File: config.mk
export PLATFORM = sky130hd
export DESIGN_NAME = dma_channel_scheduler
export DESIGN_NICKNAME = d
export VERILOG_FILES = /design/src/rtl/dma_sched_pkg.sv /design/src/rtl/dma_rr_arbiter.sv /design/src/rtl/dma_channel_scheduler.sv
export SDC_FILE = /design/constraint.sdc
export NUM_CORES = 1
export LEC_CHECK = 0
export ABC_AREA = 0
export CAP_MARGIN = 20
export CORE_AREA = 5 5 192 194
export CTS_BUF_LIST = sky130_fd_sc_hd__clkbuf_8
export DETAILED_ROUTE_END_ITERATION = 10
export DIE_AREA = 0 0 197 199
export PLACE_DENSITY_LB_ADDON = 0.3
export SYNTH_ARGS = -nofsm -noshare
export SYNTH_HDL_FRONTEND = slang
export SYNTH_HIERARCHICAL = 1
export SYNTH_SLANG_ARGS = --single-unit
File: constraint.sdc
create_clock -name clk -period 4.2 [get_ports clk]
set_clock_uncertainty 0.05 [all_clocks]
set_input_delay 0.84 -clock clk [delete_from_list [all_inputs] [get_ports clk]]
set_output_delay 0.84 -clock clk [all_outputs]
set_load 0.1 [all_outputs]
File: src/rtl/dma_sched_pkg.sv
// Shared definitions for the DMA channel scheduler.
//  - dma_sched_state_t : scheduler FSM state encoding (3 bits)
//  - REQUIRED_BITWIDTH_UNSIGNED : bits needed to hold an unsigned value,
//    used to size the channel index from NUM_CH-1.
package dma_sched_pkg;

   localparam int BW_SCHED_STATE = 3;

   typedef enum logic [BW_SCHED_STATE-1:0] {
      DMA_SCHED_IDLE = 3'd0,
      DMA_SCHED_ARB  = 3'd1,
      DMA_SCHED_LOAD = 3'd2,
      DMA_SCHED_RUN  = 3'd3,
      DMA_SCHED_DONE = 3'd4
   } dma_sched_state_t;

   // Minimum of one bit so that a single-value range still yields a usable width.
   function automatic int REQUIRED_BITWIDTH_UNSIGNED(input int value);
      int bw;
      bw = 1;
      for (int i = 1; i < 31; i++) begin
         if ((value >> i) != 0) begin
            bw = i + 1;
         end
      end
      return bw;
   endfunction

endpackage

File: src/rtl/dma_rr_arbiter.sv
// Combinational round-robin arbiter.
//  Searches req starting at ptr and wrapping modulo NUM_CH; the first set
//  bit wins.
// Ports:
//  req    in   NUM_CH   request vector
//  ptr    in   BW_IDX   highest-priority channel for this decision
//  grant  out  NUM_CH   one-hot winner (0 when no request)
//  idx    out  BW_IDX   index of the winner (0 when no request)
//  valid  out  1        at least one request present
module dma_rr_arbiter
   import dma_sched_pkg::*;
#(
   parameter int NUM_CH = 4,
   parameter int BW_IDX = REQUIRED_BITWIDTH_UNSIGNED(NUM_CH - 1)
) (
   input  logic [NUM_CH-1:0] req,
   input  logic [BW_IDX-1:0] ptr,
   output logic [NUM_CH-1:0] grant,
   output logic [BW_IDX-1:0] idx,
   output logic              valid
);

   always_comb begin
      int               cand;
      logic [BW_IDX-1:0] cand_idx;
      grant    = '0;
      idx      = '0;
      valid    = 1'b0;
      cand     = 0;
      cand_idx = '0;
      for (int i = 0; i < NUM_CH; i++) begin
         // ptr is always < NUM_CH, so a single subtraction performs the wrap.
         cand = int'(ptr) + i;
         if (cand >= NUM_CH) begin
            cand = cand - NUM_CH;
         end
         cand_idx = cand[BW_IDX-1:0];
         if (!valid && req[cand_idx]) begin
            valid           = 1'b1;
            grant[cand_idx] = 1'b1;
            idx             = cand_idx;
         end
      end
   end

endmodule

File: src/rtl/dma_channel_scheduler.sv
// DMA channel scheduler: shares one 2D burst generator among NUM_CH channels.
//  Grants round-robin, latches the winner's descriptor, starts the generator,
//  waits for its finish handshake and returns a one-cycle per-channel done.
// Ports:
//  clk, rstnn                    clock, synchronous active-low reset
//  ch_req                        level request per channel (held until ch_done)
//  ch_addr/line_size/num_lines/stride  packed per-channel descriptors, ch0 at LSB
//  ch_grant                      one-hot owner, LOAD through DONE
//  ch_done                       one-cycle completion pulse
//  sched_pause                   blocks new grants, stalls the running transfer
//  gen_start                     one-cycle generator start
//  gen_addr/line_size/num_lines/stride  latched descriptor of the owner
//  gen_stall                     sched_pause while the generator runs
//  gen_finish                    generator's last-beat handshake
//  ch_done_cnt (optional)        per-channel 8-bit wrapping done counters,
//                                present only when DMA_SCHED_DONE_CNT_EN is defined
module dma_channel_scheduler
   import dma_sched_pkg::*;
#(
   parameter int NUM_CH       = 4,
   parameter int BW_ADDR      = 32,
   parameter int BW_LINE_SIZE = 16,
   parameter int BW_NUM_LINES = 16
) (
   input  logic                           clk,
   input  logic                           rstnn,
   input  logic [NUM_CH-1:0]              ch_req,
   input  logic [NUM_CH*BW_ADDR-1:0]      ch_addr,
   input  logic [NUM_CH*BW_LINE_SIZE-1:0] ch_line_size,
   input  logic [NUM_CH*BW_NUM_LINES-1:0] ch_num_lines,
   input  logic [NUM_CH*BW_ADDR-1:0]      ch_stride,
   output logic [NUM_CH-1:0]              ch_grant,
   output logic [NUM_CH-1:0]              ch_done,
   input  logic                           sched_pause,
   output logic                           gen_start,
   output logic [BW_ADDR-1:0]             gen_addr,
   output logic [BW_LINE_SIZE-1:0]        gen_line_size,
   output logic [BW_NUM_LINES-1:0]        gen_num_lines,
   output logic [BW_ADDR-1:0]             gen_stride,
   output logic                           gen_stall,
   input  logic                           gen_finish
`ifdef DMA_SCHED_DONE_CNT_EN
   ,
   output logic [NUM_CH*8-1:0]            ch_done_cnt
`endif
);

   localparam int BW_IDX = REQUIRED_BITWIDTH_UNSIGNED(NUM_CH - 1);

   dma_sched_state_t        state_reg, state_next;
   logic [BW_IDX-1:0]       rr_ptr_reg;
   logic [BW_IDX-1:0]       idx_reg;
   logic [NUM_CH-1:0]       grant_reg;
   logic [BW_ADDR-1:0]      addr_reg;
   logic [BW_LINE_SIZE-1:0] line_size_reg;
   logic [BW_NUM_LINES-1:0] num_lines_reg;
   logic [BW_ADDR-1:0]      stride_reg;

   logic [NUM_CH-1:0]       arb_grant;
   logic [BW_IDX-1:0]       arb_idx;
   logic                    arb_valid;
   logic                    desc_zero;

   // Unpack the flat descriptor buses so the winner can be selected by index.
   logic [BW_ADDR-1:0]      addr_arr      [NUM_CH];
   logic [BW_LINE_SIZE-1:0] line_size_arr [NUM_CH];
   logic [BW_NUM_LINES-1:0] num_lines_arr [NUM_CH];
   logic [BW_ADDR-1:0]      stride_arr    [NUM_CH];

   for (genvar gi = 0; gi < NUM_CH; gi++) begin : g_unpack
      assign addr_arr[gi]      = ch_addr[gi*BW_ADDR +: BW_ADDR];
      assign line_size_arr[gi] = ch_line_size[gi*BW_LINE_SIZE +: BW_LINE_SIZE];
      assign num_lines_arr[gi] = ch_num_lines[gi*BW_NUM_LINES +: BW_NUM_LINES];
      assign stride_arr[gi]    = ch_stride[gi*BW_ADDR +: BW_ADDR];
   end

   // Requests are re-sampled in ARB, so the arbiter always sees live ch_req.
   dma_rr_arbiter #(
      .NUM_CH (NUM_CH),
      .BW_IDX (BW_IDX)
   ) u_arb (
      .req   (ch_req),
      .ptr   (rr_ptr_reg),
      .grant (arb_grant),
      .idx   (arb_idx),
      .valid (arb_valid)
   );

   assign desc_zero = (line_size_reg == '0) || (num_lines_reg == '0);

   always_ff @(posedge clk) begin
      if (!rstnn) begin
         state_reg     <= DMA_SCHED_IDLE;
         rr_ptr_reg    <= '0;
         idx_reg       <= '0;
         grant_reg     <= '0;
         addr_reg      <= '0;
         line_size_reg <= '0;
         num_lines_reg <= '0;
         stride_reg    <= '0;
      end else begin
         state_reg <= state_next;
         // Descriptor is captured once per transfer; later register-file
         // writes cannot disturb the running transfer.
         if (state_reg == DMA_SCHED_ARB && arb_valid) begin
            idx_reg       <= arb_idx;
            grant_reg     <= arb_grant;
            addr_reg      <= addr_arr[arb_idx];
            line_size_reg <= line_size_arr[arb_idx];
            num_lines_reg <= num_lines_arr[arb_idx];
            stride_reg    <= stride_arr[arb_idx];
         end
         // The served channel becomes lowest priority for the next decision.
         if (state_reg == DMA_SCHED_DONE) begin
            if (idx_reg == BW_IDX'(NUM_CH - 1)) begin
               rr_ptr_reg <= '0;
            end else begin
               rr_ptr_reg <= idx_reg + 1'b1;
            end
         end
      end
   end

   always_comb begin
      state_next = state_reg;
      ch_grant   = '0;
      ch_done    = '0;
      gen_start  = 1'b0;
      gen_stall  = 1'b0;
      case (state_reg)
         DMA_SCHED_IDLE: begin
            if (|ch_req && !sched_pause) begin
               state_next = DMA_SCHED_ARB;
            end
         end
         DMA_SCHED_ARB: begin
            if (arb_valid) begin
               state_next = DMA_SCHED_LOAD;
            end else begin
               state_next = DMA_SCHED_IDLE;
            end
         end
         DMA_SCHED_LOAD: begin
            ch_grant = grant_reg;
            // Pause does not suppress the start; it only stalls RUN.
            if (desc_zero) begin
               state_next = DMA_SCHED_DONE;
            end else begin
               gen_start  = 1'b1;
               state_next = DMA_SCHED_RUN;
            end
         end
         DMA_SCHED_RUN: begin
            ch_grant  = grant_reg;
            gen_stall = sched_pause;
            if (gen_finish) begin
               state_next = DMA_SCHED_DONE;
            end
         end
         DMA_SCHED_DONE: begin
            ch_grant   = grant_reg;
            ch_done    = grant_reg;
            state_next = DMA_SCHED_IDLE;
         end
         default: begin
            state_next = DMA_SCHED_IDLE;
         end
      endcase
   end

   assign gen_addr      = addr_reg;
   assign gen_line_size = line_size_reg;
   assign gen_num_lines = num_lines_reg;
   assign gen_stride    = stride_reg;

`ifdef DMA_SCHED_DONE_CNT_EN
   for (genvar gi = 0; gi < NUM_CH; gi++) begin : g_done_cnt
      logic [7:0] cnt_reg;
      always_ff @(posedge clk) begin
         if (!rstnn) begin
            cnt_reg <= '0;
         end else if (ch_done[gi]) begin
            cnt_reg <= cnt_reg + 8'd1;
         end
      end
      assign ch_done_cnt[gi*8 +: 8] = cnt_reg;
   end
`endif

endmodule

* Yosys cells after proc, flatten, opt, wreduce, memory -nomap -nowiden
Index checks and enable logic that the tools add are counted.
** Operators by class
- Add/sub/neg operators :: 8
- Multipliers :: 0
- Div/mod/pow operators :: 0
- Magnitude comparators :: 13
- Eq/ne operators :: 7
- Shift-type cells :: 0
- Multiplexer cells :: 55
- Bitwise gates (word level) :: 4
- Reductions and logical operators :: 20
** Operator list (count)
- 32-bit binary-select mux with 2-bit select :: 2
- 32-bit two-way mux :: 4
- 16-bit binary-select mux with 2-bit select :: 2
- 16-bit two-way mux :: 4
- 16-bit zero test :: 2
- 4-bit two-way mux :: 6
- 2-bit two-way mux :: 10
- 1-bit two-way mux :: 15
- 3-bit >= comparator (second input constant) :: 4
- 2-bit by 3-bit less-than comparator with 1-bit output (second input constant) :: 4
- 4-bit OR :: 3
- 3-bit one-hot mux with 4 select lines :: 1
- 1-bit logical AND :: 9
- 3-bit two-way mux :: 3
- 1-bit binary-select mux with 2-bit select :: 4
- 1-bit demux with 2-bit select :: 4
- 2-bit by 1-bit >= comparator with 1-bit output (second input constant) :: 4
- 2-bit by 1-bit subtractor with 2-bit output (second input constant) :: 4
- 2-bit by 2-bit adder with 3-bit output (second input constant) :: 2
- 3-bit by 2-bit == test with 1-bit output (second input constant) :: 2
- 1-bit zero test :: 4
- 2-bit inequality test (second input constant) :: 2
- 4-bit OR reduction :: 1
- 2-bit by 1-bit adder with 3-bit output (second input constant) :: 1
- other kinds (10) :: 10
** Word-level totals
- Register bits after elaboration :: 107
- Bits in latches :: 0
- Bits in writable memories :: 0
- Memory bits (read-only) :: 0
- Output and inout port bits :: 106
- Word-level logic and storage cells :: 115
- Memories :: 0

* Logic depth before layout (Yosys ltp)
- Depth in word-level cells :: 18
- Mapped depth :: 14
- Depth with buffers taken out :: 9

* By module
Netlist, hierarchy kept.
** Modules (own cells, without submodules)
- dma_channel_scheduler :: instances 1, cells an instance 608, area an instance 6444.9 um^2, seq. area each 2142.1 um^2
- dma_rr_arbiter :: instances 1, cells an instance 45, area an instance 421.7 um^2, seq. area each 0.0 um^2

* Least setup slack after synthesis
Ideal clock, no wire load.
- Path kind :: flip-flop to output port
- Start :: register line_size_reg[2] (netlist: gen_line_size[2])
- End :: output gen_start
- Arrival time :: 2.237 ns
- Data required time :: 3.310 ns
- Slack :: 1.073 ns
- Cell stages (with the launch flop) :: 4
- Buffers on the path :: 0
- Cells stage by stage :: dfxtp_1 > nor4_1 > a41oi_1 > and3_1
** On the way
- Longest elaborated chain between the ends :: 4
** RTL lines
- start, declared :: line dma_channel_scheduler.sv:55 : logic [BW_LINE_SIZE-1:0] line_size_reg;
- start signal, assigned :: line dma_channel_scheduler.sv:109 : line_size_reg <= line_size_arr[arb_idx];
- 16-bit zero test :: line dma_channel_scheduler.sv:89 : assign desc_zero = (line_size_reg == '0) || (num_lines_reg == '0);
- 1-bit logical OR :: line dma_channel_scheduler.sv:89
- 1-bit two-way mux :: line dma_channel_scheduler.sv:146 : if (desc_zero) begin
- 1-bit two-way mux :: line dma_channel_scheduler.sv:130 : case (state_reg)
- end, declared :: line dma_channel_scheduler.sv:35 : output logic gen_start,
No other way between the ends.

* Final worst setup path
- Start :: input ch_req[3]
- End :: register stride_reg[22] (netlist: gen_stride[22])
** On the way
- Longest elaborated chain between the ends :: 16
** RTL lines
- start, declared :: line dma_channel_scheduler.sv:27 : input logic [NUM_CH-1:0] ch_req,
- 1-bit binary-select mux with 2-bit select :: line dma_rr_arbiter.sv:38 : if (!valid && req[cand_idx]) begin
- 1-bit two-way mux (not written as such) :: line dma_rr_arbiter.sv:38
- 1-bit two-way mux :: line dma_rr_arbiter.sv:38
- 1-bit zero test :: line dma_rr_arbiter.sv:38
- 1-bit logical AND :: line dma_rr_arbiter.sv:38
- 1-bit two-way mux :: line dma_rr_arbiter.sv:38
- 1-bit zero test :: line dma_rr_arbiter.sv:38
- 1-bit logical AND :: line dma_rr_arbiter.sv:38
- 1-bit two-way mux :: line dma_rr_arbiter.sv:38
- 1-bit zero test :: line dma_rr_arbiter.sv:38
- 1-bit logical AND :: line dma_rr_arbiter.sv:38
- 2-bit two-way mux (*) :: line dma_rr_arbiter.sv:38
- via arb_idx[1] :: line dma_channel_scheduler.sv:60 : logic [BW_IDX-1:0] arb_idx;
- 2-bit inverter with 3-bit output (not written as such) (*) :: line dma_channel_scheduler.sv:111 : stride_reg <= stride_arr[arb_idx];
- 32-bit binary-select mux with 2-bit select (*) :: line dma_channel_scheduler.sv:111
- 32-bit two-way mux (not written as such) (*) (2 in series) :: line dma_channel_scheduler.sv:111
- end signal, assigned :: line dma_channel_scheduler.sv:111
- end, declared :: line dma_channel_scheduler.sv:57 : logic [BW_ADDR-1:0] stride_reg;
The timed path passes the listed nets; every way through them passes the cells marked *. The select of a mux whose other input is x is not followed.
A chain may end at the register's enable or synchronous reset.

==> summary.txt <==
====================================================================================================
Status                                                                                  finished, final reports clean
Highest net fanout along the worst path                                                           49
Clock tree from TritonCTS                                                                      built
Setup slack on the worst flop-to-flop path                                                   1050 ps
Actual slew at the worst max-slew pin                                                        1050 ps
Clock latency at the later pin of the worst-skew pair                                         390 ps
Power Internal                                                                             0.00236 W
Area of the core                                                                          0.0351 mm2
Total negative slack for setup checks                                                           0 ps
Nature of the critical path endpoint                                                            flop
Area enclosed by the die boundary                                                         0.0392 mm2
Max-slew violation count                                                                           0
Slowest CP cell                                                                               mux4_2
Worst slew margin relative to its limit                                                        30.3%
Post-synthesis instance total                                                                    653
Residual antenna-violating net count after detailed routing                                        0
Residual DRC count                                                                                 0
Routability congestion estimate                                                                0.868
Cts-stage hold buffer count                                                                        0
Quantity of I/O buffers inserted on ports                                                        497
Number of hold violations in the final report                                                      0
Buffer levels on the longest clock path                                                            2
Fraction of layout cells with a size suffix above 1                                            13.3%
Hold path cells                                                                                    2
Pre-Repair DR Iteration Count                                                                      4
Path type of the worst min-delay path                                                   flop to flop
Unrepaired setup endpoints after global routing                                                   no
Post-Place Worst Slack                                                                        256 ps
Maximum vdd drop                                                                            0.161 mV
Total half-perimeter wirelength after legalization and detailed placement                   24100 um
Hold Startpoint                                                                         gen_stride[31]$_SDFFE_PN0P_
Async set or reset register ratio after synthesis                                                 0%
Vert. Die Dim                                                                                 199 um
Crit-path max cell delay                                                                      660 ps
Combinational share of power                                                                   55.2%
Clock period minus worst slack                                                               3510 ps
Proportion of power drawn by flip-flops and latches                                            28.8%
CP Launch Type                                                                            input port
Final critical-path share of the clock period                                                  83.7%
Net Sw Frac                                                                                    43.6%
Drt initial violations                                                                           183
Synthesized area divided by synthesized cell count                                          10.5 um2
EDFF count, synth                                                                                  0
Site row count                                                                                    69
Count of maximum capacitance violations                                                            0
Most area-hungry cell type in the Yosys netlist                                               mux4_2
Required time of the critical path                                                           4440 ps
Register cell area after layout                                                          0.00214 mm2
Average vias per placed instance                                                                4.41
Grt total ovfl                                                                                     0
Critical register-to-register path startpoint                                           rr_ptr_reg[0]$_SDFFE_PN0P_
Number of sinks driven by the clock tree                                                         107
Setup Crit Path Kind                                                                    input port to flop
Share of the synthesized area in the top cell type                                             32.1%
Starting density of the core                                                                   19.6%
Clock-pin slew reported for the worst setup and hold paths after clock tree synthesis         110 ps
Mapped Area                                                                              0.00687 mm2
Cell type with the highest occurrence count on the critical path                              mux4_2
Number of instances resized during post-cts repair                                                 0
Via count of the first global-routing pass                                                      7556
Synthesis Warnings                                                                                 6
Cells taking the most area after synthesis                                              mux4_2 (32%), dfxtp_1 (31%), nand2_1 (11%), a21boi_1 (8.7%), a21boi_0 (2.4%)
Worst path setup slack after routing                                                          687 ps
Final Net Count                                                                                 1518
Post-synthesis sequential element count                                                          107
Area used by multi-input combinational logic                                             0.00440 mm2
Worst Hold Endpoint                                                                     gen_stride[31]$_SDFFE_PN0P_
Commonest cells in the netlist                                                          nand2_1 (208), dfxtp_1 (107), mux4_2 (98)
FMAX                                                                                         285 MHz
Avg WL per Cell                                                                              18.7 um
Number of H-tree levels                                                                            3
Root cell of the clock tree                                                                 clkbuf_8
Static power due to leakage                                                                  4.20 nW
Number of vias after detailed routing                                                           6988
Clock share of power                                                                           16.0%
Power density over the cells                                                              335 mW/mm2
Inserted Diodes                                                                                    0
Register area share after synthesis                                                            31.2%
Data arrival time of the critical path                                                       3760 ps
Number of CTS-inserted buffers                                                                     9
Die outline width                                                                             197 um
Maximum number of pins on one net before global-route repair                                     108
Final WL                                                                                    29700 um
Fillers                                                                                         3568
Synth unique cells                                                                                37
First-pass GRT wire length                                                                  43900 um
Number of antenna violations at the first check in global routing                                  1
Area growth from synthesis to layout                                                           82.0%
R2R Path End                                                                            gen_stride[22]$_SDFFE_PN0P_
Count of cells along the worst register-to-register path                                           9
Most frequent cell after synthesis                                                           nand2_1
Series of cell instances along the critical path                                        clkdlybuf4s50_1 > mux4_2 > nor4b_4 > nor2_1 > a32o_4 > buf_12 > mux4_2 > nand2_1 > a21boi_0
Endpoints failing setup                                                                            0
Number of primary I/O pins                                                                       498
Net load switching power                                                                   0.00183 W
Commonest register cell after synthesis                                                      dfxtp_1
Post-Synthesis Net Count                                                                        1051
Post CTS Setup Buffer Count                                                                        0
GRT Total Usage                                                                                14.5%
====================================================================================================
## per-layer routing
metal	GRT usage (%)	routed length, um	vias to the layer above	part of all wire, %
met2	27.1	15700	292	53
met3	4.12	2430	31	8.2
met5	0	12	-	0.040
met1	15.7	10900	3332	37
li1	-	-	3331	-
met4	4.75	658	2	2.2
## cells in the final DEF (no fill, tap or decap), types with 2 or more instances in the layout
master / netlist / final
mux4_2: 98 / 98
nand2_1: 208 / 207
nor2b_1: 9 / 9
buf_12: 1 / 8
mux4_1: 2 / 2
a22oi_1: 8 / 8
a21oi_1: 2 / 2
and2_1: 5 / 4
buf_4: 11 / 20
clkbuf_8: 0 / 9
mux2i_1: 4 / 4
nor3b_2: 2 / 2
a21boi_0: 22 / 22
nand2b_1: 3 / 3
o21ai_0: 5 / 5
clkinvlp_4: 0 / 3
nor4_1: 11 / 11
clkdlybuf4s50_1: 0 / 486
nor2_1: 5 / 5
inv_1: 3 / 4
and3_1: 2 / 2
ha_1: 6 / 6
a21boi_1: 80 / 80
dfxtp_1: 107 / 107
## worst max-delay path by stage
| stage | from | depth (start not counted) | slack [ps] | end |
|---|---|---|---|---|
| final | ch_req[3] | 9 | 690 | gen_stride[22]$_SDFFE_PN0P_ |
| after global routing | ch_req[3] | 8 | 540 | gen_stride[22]$_SDFFE_PN0P_ |
| after CTS | ch_req[3] | 8 | 710 | gen_num_lines[4]$_SDFFE_PN0P_ |
| after detailed placement | ch_req[3] | 8 | 260 | gen_stride[22]$_SDFFE_PN0P_ |
| after global placement | ch_req[3] | 8 | 290 | gen_num_lines[4]$_SDFFE_PN0P_ |
| after floorplan | gen_line_size[2]$_SDFFE_PN0P_ | 3 | 1070 | gen_start |
## stage by stage
step / utilization [%] / instances / total power, W / cell area (um2) / hold WS (ps)
2_1_floorplan: - / 653 / 0.00277 / 6870 / 397
3_3_place_gp: 35.1 / 1570 / 0.00357 / 12300 / 391
3_5_place_dp: 35.1 / 1570 / 0.00358 / 12300 / 396
4_1_cts: 35.7 / 1586 / 0.00429 / 12500 / 413
5_1_grt: 35.7 / 1586 / 0.00444 / 12500 / 434
6_report: 35.7 / 1586 / 0.00419 / 12500 / 408
## critical path, delay by kind of cell
kind,cells,cell delay (ps)
multiplexers,2,1000
buffers and inverters,2,750
AND/OR/NAND/NOR,3,610
AO/OA/AOI/OAI,2,490
## logic make-up after synthesis
| group | synth area share [%] |
|---|---|
| and+or+nand+nor | 15.5 |
| AOI/OAI and AO/OA | 13.4 |
| DFF | 31.2 |
| muxes | 33.7 |
| buffers and inverters | 5.23 |
| adders and majority gates | 1.09 |
## power by group through the flow
stage	sequential [W]	combinational [W]	clock (W)
finish	0.00121	0.00231	0.000669
detailed placement	0.00123	0.00235	0
global placement	0.00123	0.00234	0
CTS	0.00121	0.00235	0.000721
floorplan	0.00196	0.000813	0
global route	0.00122	0.00245	0.000760
## cell type report
type	instances	area share, %
clock buffers	9	0.991
clock inverters	7	0.561
inverters	3	0.0901
multi-input cells	485	35.2
flip-flops and latches	107	17.1
well taps	461	4.61
repair buffers	514	41.4
Power figures use the tool's default switching activity.
